### config.mk
export PLATFORM = sky130hd
export DESIGN_NAME = sim_tape_device
export DESIGN_NICKNAME = d
export VERILOG_FILES = /design/src/rtl/sim_tape_device.sv
export SDC_FILE = /design/constraint.sdc
export NUM_CORES = 1
export LEC_CHECK = 0
export ABC_AREA = 1
export CELL_PAD_IN_SITES_DETAIL_PLACEMENT = 2
export CELL_PAD_IN_SITES_GLOBAL_PLACEMENT = 2
export CORE_ASPECT_RATIO = 0.6
export CORE_UTILIZATION = 35
export DETAILED_ROUTE_END_ITERATION = 8
export PLACE_DENSITY_LB_ADDON = 0.1
export SETUP_SLACK_MARGIN = 0.1
export SYNTH_ARGS = -nofsm -noshare
export SYNTH_HDL_FRONTEND = slang
export SYNTH_SLANG_ARGS = --single-unit
### constraint.sdc
create_clock -name clk -period 5.2 [get_ports clk]
set_clock_uncertainty 0.15 [all_clocks]
set_input_delay 1.04 -clock clk [delete_from_list [all_inputs] [get_ports clk]]
set_output_delay 1.04 -clock clk [all_outputs]
set_load 0.03 [all_outputs]
### src/rtl/sim_tape_device.sv
// sim_tape_device: simulation-side 5-hole tape reader/punch for the SoC device port.
// A bench-loaded input FIFO feeds dev_input_* one character at a time with a
// mechanical gap between characters. A capture FIFO acknowledges and stores
// dev_output_* characters, one per dev_output_rdy assertion.
// Optional build macro SIM_TAPE_COUNTERS_EN adds the in_xfer_cnt/out_xfer_cnt
// transfer counters and the sticky ld_drop flag.
module sim_tape_device #(
    parameter int DATA_W     = 5,
    parameter int IN_DEPTH   = 16,
    parameter int OUT_DEPTH  = 16,
    parameter int GAP_CYCLES = 4
) (
    input  logic                             clk,
    input  logic                             resetn,
    input  logic                             ld_val,
    input  logic [DATA_W-1:0]                ld_data,
    output logic                             ld_rdy,
    output logic                             dev_input_val,
    output logic [DATA_W-1:0]                dev_input_data,
    input  logic                             dev_input_rdy,
    input  logic                             dev_output_rdy,
    input  logic [DATA_W-1:0]                dev_output_data,
    output logic                             dev_output_ack,
    output logic                             cap_val,
    output logic [DATA_W-1:0]                cap_data,
    input  logic                             cap_pop,
    output logic [$clog2(IN_DEPTH+1)-1:0]    in_level,
    output logic [$clog2(OUT_DEPTH+1)-1:0]   cap_level
`ifdef SIM_TAPE_COUNTERS_EN
    ,
    output logic [15:0]                      in_xfer_cnt,
    output logic [15:0]                      out_xfer_cnt,
    output logic                             ld_drop
`endif
);

    localparam int IN_LW  = $clog2(IN_DEPTH + 1);
    localparam int IN_PW  = $clog2(IN_DEPTH);
    localparam int OUT_LW = $clog2(OUT_DEPTH + 1);
    localparam int OUT_PW = $clog2(OUT_DEPTH);
    localparam int GW     = (GAP_CYCLES > 0) ? $clog2(GAP_CYCLES + 1) : 1;

    typedef enum logic [1:0] {IN_IDLE, IN_PRESENT, IN_GAP} in_state_t;
    typedef enum logic [1:0] {O_IDLE, O_WAIT, O_ACK, O_RELEASE} out_state_t;

    // ------------------------------------------------------------------
    // Input FIFO (bench -> reader)
    // ------------------------------------------------------------------
    logic [DATA_W-1:0] in_mem [IN_DEPTH];
    logic [IN_PW-1:0]  in_wr_ptr_reg, in_rd_ptr_reg;
    logic [IN_LW-1:0]  in_cnt_reg, in_cnt_next;
    logic              ld_rdy_reg;
    logic              in_full, in_push, in_pop;

    in_state_t         in_state_reg;
    logic              in_val_reg;
    logic [DATA_W-1:0] in_data_reg;
    logic [GW-1:0]     in_gap_reg;

    // A push while full is dropped even if the head leaves in the same cycle.
    assign in_full     = (in_cnt_reg == IN_LW'(IN_DEPTH));
    assign in_push     = ld_val && !in_full;
    assign in_pop      = (in_state_reg == IN_PRESENT) && dev_input_rdy;
    assign in_cnt_next = in_cnt_reg + IN_LW'(in_push) - IN_LW'(in_pop);

    // Input FIFO storage write port
    always_ff @(posedge clk) begin
        if (in_push)
            in_mem[in_wr_ptr_reg] <= ld_data;
    end

    // Input FIFO pointers, occupancy and registered ready
    always_ff @(posedge clk or negedge resetn) begin
        if (!resetn) begin
            in_wr_ptr_reg <= '0;
            in_rd_ptr_reg <= '0;
            in_cnt_reg    <= '0;
            ld_rdy_reg    <= 1'b1;
        end else begin
            if (in_push)
                in_wr_ptr_reg <= in_wr_ptr_reg + IN_PW'(1);
            if (in_pop)
                in_rd_ptr_reg <= in_rd_ptr_reg + IN_PW'(1);
            in_cnt_reg <= in_cnt_next;
            ld_rdy_reg <= (in_cnt_next != IN_LW'(IN_DEPTH));
        end
    end

    // Reader FSM: present head, hold it until taken, then idle for the gap.
    // The gap counts the IDLE hop as one of its low cycles, so val stays low
    // for GAP_CYCLES cycles (at least one) between characters.
    always_ff @(posedge clk or negedge resetn) begin
        if (!resetn) begin
            in_state_reg <= IN_IDLE;
            in_val_reg   <= 1'b0;
            in_data_reg  <= '0;
            in_gap_reg   <= '0;
        end else begin
            case (in_state_reg)
                IN_IDLE: begin
                    if (in_cnt_reg != '0) begin
                        in_state_reg <= IN_PRESENT;
                        in_val_reg   <= 1'b1;
                        in_data_reg  <= in_mem[in_rd_ptr_reg];
                    end
                end
                IN_PRESENT: begin
                    if (dev_input_rdy) begin
                        in_val_reg <= 1'b0;
                        in_gap_reg <= GW'(1);
                        if (GAP_CYCLES <= 1)
                            in_state_reg <= IN_IDLE;
                        else
                            in_state_reg <= IN_GAP;
                    end
                end
                IN_GAP: begin
                    if (int'(in_gap_reg) >= GAP_CYCLES - 1)
                        in_state_reg <= IN_IDLE;
                    else
                        in_gap_reg <= in_gap_reg + GW'(1);
                end
                default: begin
                    in_state_reg <= IN_IDLE;
                    in_val_reg   <= 1'b0;
                end
            endcase
        end
    end

    // ------------------------------------------------------------------
    // Capture FIFO (punch -> bench)
    // ------------------------------------------------------------------
    logic [DATA_W-1:0] cap_mem [OUT_DEPTH];
    logic [OUT_PW-1:0] cap_wr_ptr_reg, cap_rd_ptr_reg, cap_rd_next;
    logic [OUT_LW-1:0] cap_cnt_reg, cap_cnt_next;
    logic              cap_val_reg;
    logic [DATA_W-1:0] cap_data_reg;
    logic              cap_full, cap_push, cap_take;

    out_state_t        out_state_reg;
    logic              ack_reg;
    logic [GW-1:0]     out_gap_reg;

    // The character is stored in the cycle after the ack pulse; the ACK
    // state is only entered with space available, so the push always fits.
    assign cap_full     = (cap_cnt_reg == OUT_LW'(OUT_DEPTH));
    assign cap_push     = (out_state_reg == O_ACK);
    assign cap_take     = cap_pop && (cap_cnt_reg != '0);
    assign cap_cnt_next = cap_cnt_reg + OUT_LW'(cap_push) - OUT_LW'(cap_take);
    assign cap_rd_next  = cap_take ? cap_rd_ptr_reg + OUT_PW'(1) : cap_rd_ptr_reg;

    // Capture FIFO storage write port
    always_ff @(posedge clk) begin
        if (cap_push)
            cap_mem[cap_wr_ptr_reg] <= dev_output_data;
    end

    // Capture FIFO pointers plus registered head/valid, computed from the
    // post-edge state so cap_data always shows the new head.
    always_ff @(posedge clk or negedge resetn) begin
        if (!resetn) begin
            cap_wr_ptr_reg <= '0;
            cap_rd_ptr_reg <= '0;
            cap_cnt_reg    <= '0;
            cap_val_reg    <= 1'b0;
            cap_data_reg   <= '0;
        end else begin
            if (cap_push)
                cap_wr_ptr_reg <= cap_wr_ptr_reg + OUT_PW'(1);
            cap_rd_ptr_reg <= cap_rd_next;
            cap_cnt_reg    <= cap_cnt_next;
            cap_val_reg    <= (cap_cnt_next != '0);
            if (cap_cnt_next == '0)
                cap_data_reg <= '0;
            else if (cap_push && (cap_wr_ptr_reg == cap_rd_next))
                cap_data_reg <= dev_output_data;
            else
                cap_data_reg <= cap_mem[cap_rd_next];
        end
    end

    // Punch FSM: wait out the gap while rdy holds, ack once (stalling while
    // the capture FIFO is full), then wait for rdy to drop before re-arming.
    always_ff @(posedge clk or negedge resetn) begin
        if (!resetn) begin
            out_state_reg <= O_IDLE;
            ack_reg       <= 1'b0;
            out_gap_reg   <= '0;
        end else begin
            case (out_state_reg)
                O_IDLE: begin
                    if (dev_output_rdy) begin
                        out_state_reg <= O_WAIT;
                        out_gap_reg   <= '0;
                    end
                end
                O_WAIT: begin
                    if (!dev_output_rdy) begin
                        out_state_reg <= O_IDLE;
                    end else if (int'(out_gap_reg) < GAP_CYCLES) begin
                        out_gap_reg <= out_gap_reg + GW'(1);
                    end else if (!cap_full) begin
                        out_state_reg <= O_ACK;
                        ack_reg       <= 1'b1;
                    end
                end
                O_ACK: begin
                    ack_reg       <= 1'b0;
                    out_state_reg <= O_RELEASE;
                end
                O_RELEASE: begin
                    if (!dev_output_rdy)
                        out_state_reg <= O_IDLE;
                end
                default: begin
                    out_state_reg <= O_IDLE;
                    ack_reg       <= 1'b0;
                end
            endcase
        end
    end

`ifdef SIM_TAPE_COUNTERS_EN
    logic [15:0] in_xfer_reg, out_xfer_reg;
    logic        ld_drop_reg;

    // Transfer counters (wrap naturally) and sticky dropped-load flag
    always_ff @(posedge clk or negedge resetn) begin
        if (!resetn) begin
            in_xfer_reg  <= '0;
            out_xfer_reg <= '0;
            ld_drop_reg  <= 1'b0;
        end else begin
            in_xfer_reg  <= in_xfer_reg + 16'(in_pop);
            out_xfer_reg <= out_xfer_reg + 16'(cap_push);
            ld_drop_reg  <= ld_drop_reg | (ld_val & in_full);
        end
    end

    assign in_xfer_cnt  = in_xfer_reg;
    assign out_xfer_cnt = out_xfer_reg;
    assign ld_drop      = ld_drop_reg;
`endif

    assign ld_rdy         = ld_rdy_reg;
    assign dev_input_val  = in_val_reg;
    assign dev_input_data = in_data_reg;
    assign dev_output_ack = ack_reg;
    assign cap_val        = cap_val_reg;
    assign cap_data       = cap_data_reg;
    assign in_level       = in_cnt_reg;
    assign cap_level      = cap_cnt_reg;

endmodule

==> impl_metrics.env <==
export IMPL_status="complete, but fails checks"
export IMPL_violations="design-rule violations"
export IMPL_placedInstanceArea_um2=9740
export IMPL_timing_final_crit_share=0.652
export IMPL_final_area_um2=10500
export IMPL_area_growth_pct=15.6
export IMPL_synth_edf_count=160
export IMPL_startpoint_type="input port"
export IMPL_ys_ff_latch=210
export IMPL_place_hpwl_um=18400
export IMPL_htreeDepth=1
export IMPL_cts_buffers=22
export IMPL_worstSetupPathType="input port to register"
export IMPL_core_area_um2=25300
export IMPL_reg2reg_to="cap_data[3]"
export IMPL_vias_per_cell=5.44
export IMPL_fmax_mhz=295
export IMPL_drive_gt1_frac=0.0612
export IMPL_pre_cts_slack_ps=1310
export IMPL_die_w_um=210
export IMPL_reg2reg_slack_ps=1910
export IMPL_min_period_ps=3390
export IMPL_internal_power_mw=3.80
export IMPL_p_leak_nw=3.92
export IMPL_required_ps=5430
export IMPL_finalSetupViolCount=0
export IMPL_reg2reg_from="cap_level[2]"
export IMPL_clk_latency_ps=510
export IMPL_cts_sinks=210
export IMPL_synthesis_area_um2=9050
export IMPL_endpoint_kind="register"
export IMPL_hold_buffers=0
export IMPL_clockBufferDepth=3
export IMPL_rsz0062_at_grt="no"
export IMPL_ant_nets=0
export IMPL_seq_power_share=0.362
export IMPL_clock_power_share=0.253
export IMPL_synthMostInstantiatedCell="edfxtp_1"
export IMPL_power_density_nw_per_um2=609
export IMPL_numPortBuffers=39
export IMPL_globalRouteOverflowTotal=0
export IMPL_drt_total_wl_um=27300
export IMPL_worst_pin_slew_ps=1030
export IMPL_min_to="in_gap_reg[0]"
export IMPL_synth_warnings=0
export IMPL_synthTopCellsByCount="edfxtp_1 (160), nand3_1 (120), nand2_1 (101), nor2_1 (84), inv_1 (54)"
export IMPL_setup_ws_ps=1810
export IMPL_async_reset_ff_frac=0.238
export IMPL_worstPathArrival_ps=3620
export IMPL_grt_pass1_wl_um=41900
export IMPL_yosysTopAreaCellShare=0.531
export IMPL_grt_usage=0.210
export IMPL_layoutNonFillerInstCount=1163
export IMPL_drtIter0Drc=401
export IMPL_synth_area_leaders="edfxtp_1 (53%), dfrtp_1 (14%), nand3_1 (6.6%)"
export IMPL_grt_max_degree=51
export IMPL_fin_total_pwr_mw=6.37
export IMPL_max_vdd_ir_drop_v=0.000257
export IMPL_hp_class="register to register"
export IMPL_cap_violations=0
export IMPL_post_drt_wl_per_cell_um=23.5
export IMPL_dp_cells=1123
export IMPL_cts_root_buffer="clkbuf_16"
export IMPL_ioPinCount=40
export IMPL_min_from="in_gap_reg[0]"
export IMPL_reg2reg_depth=15
export IMPL_rows=45
export IMPL_power_switching_mw=2.57
export IMPL_min_path_cells=1
export IMPL_die_area_um2=26500
export IMPL_cts_resized=0
export IMPL_syn_area_per_cell_um2=11.6
export IMPL_first_global_vias=6831
export IMPL_netSwitchingFraction=0.404
export IMPL_final_hold_viol_count=0
export IMPL_comb_power_share=0.385
export IMPL_fin_nets=861
export IMPL_dominantRegCellSynth="edfxtp_1"
export IMPL_n_antenna_cell=0
export IMPL_cts_tree="built"
export IMPL_synthesis_nets=824
export IMPL_crit_fanout=7
export IMPL_n_fill_cell=2606
export IMPL_antenna_found_initial=0
export IMPL_syn_inst=781
export IMPL_reg_top3="cap_mem x80, in_mem x80"
export IMPL_initial_core_util=0.357
export IMPL_yosysSeqAreaShare=0.669
export IMPL_drcViolationCount=1
export IMPL_synth_area_leader_cell="edfxtp_1"
export IMPL_slew_headroom=0.314
export IMPL_clkTransAtPathRegs_ps=60
export IMPL_die_h_um=127
export IMPL_cts_setup_buffers=0
export IMPL_drt_pass1_iterations=7
export IMPL_routed_via_count=6322
export IMPL_place_congestion=0.778
export IMPL_yosysUniqueCellTypes=35
export IMPL_slew_violations=0
export IMPL_fin_setup_tns_ps=0
[per-stage QoR]
| step | util | hold slack, ps |
|---|---|---|
| floorplan | - | 303 |
| global placement | 0.385 | 319 |
| detailed placement | 0.385 | 352 |
| CTS | 0.413 | 366 |
| global route | 0.413 | 389 |
| finish | 0.413 | 361 |
[power by group through the flow]
stage	clock (mW)	sequential (mW)	combinational (mW)
after global placement	0	2.32	2.32
after detailed placement	0	2.34	2.46
final	1.61	2.31	2.46
after floorplan	0	2.44	1.40
after global routing	1.70	2.34	2.70
after CTS	1.64	2.31	2.48
[kinds of logic (layout without fill, tap and decap cells)]
group           Yosys count  in the layout  share of synthesized area
flops                   210            210                      0.669
compound gates          104            104                     0.0677
simple gates            330            330                      0.164
buf+inv                  91            144                     0.0419
fa+ha+maj                27             27                     0.0390
xor+xnor                 19             19                     0.0184
[worst max path at each step]
stage | depth (start not counted) | from | end | slack, ps
floorplan | 11 | cap_pop | cap_data[0] | 2220
global placement | 12 | cap_pop | cap_data[3] | 1460
detailed placement | 13 | cap_pop | cap_data[3] | 1310
CTS | 13 | cap_pop | cap_data[3] | 1840
global route | 12 | cap_pop | cap_data[3] | 1630
finish | 13 | cap_pop | cap_data[3] | 1810
[area by class of cell]
type,count,area [um2],share of cell area
Inverter,58,218,0.0208
Tap cell,329,412,0.0393
Sequential cell,210,6060,0.579
Clock inverter,12,128,0.0122
Clock buffer,28,594,0.0568
Timing Repair Buffer,46,438,0.0418
Multi-Input combinational cell,480,2620,0.250
[worst max-delay path, cell delays in order]
cell and delay [ps]:
clkdlybuf4s50_1 470, nand2_4 150, inv_2 70, ha_1 280, inv_1 40, ha_1 210
fa_1 420, a21oi_1 150, o21bai_1 90, xnor2_1 220, nand2_1 270, nand2_1 160
a21oi_1 60
[routing by layer]
| metal | up-vias | wire, um | GRT usage |
|---|---|---|---|
| met1 | 3321 | 14400 | 0.339 |
| met2 | 127 | 11300 | 0.296 |
| met4 | 0 | 304 | 0.0356 |
| met5 | - | 0 | 0 |
| met3 | 23 | 1280 | 0.0322 |
| li1 | 2851 | - | - |
[cell usage in the layout (no fill, tap or decap), types with 4 or more instances in the layout]
master,instances
clkbuf_16,23
buf_4,7
a21oi_1,14
dfrtp_1,49
clkinv_1,7
ha_1,25
nand3_1,120
clkbuf_1,5
o211ai_1,7
clkdlybuf4s50_1,38
o21ai_1,4
o221ai_1,13
edfxtp_1,160
o21ai_0,49
nor2_1,84
a31oi_1,6
inv_1,54
xor2_1,14
nand2_1,101
xnor2_1,5
nand4_1,11
o22ai_1,8
Power figures use the tool's default switching activity.
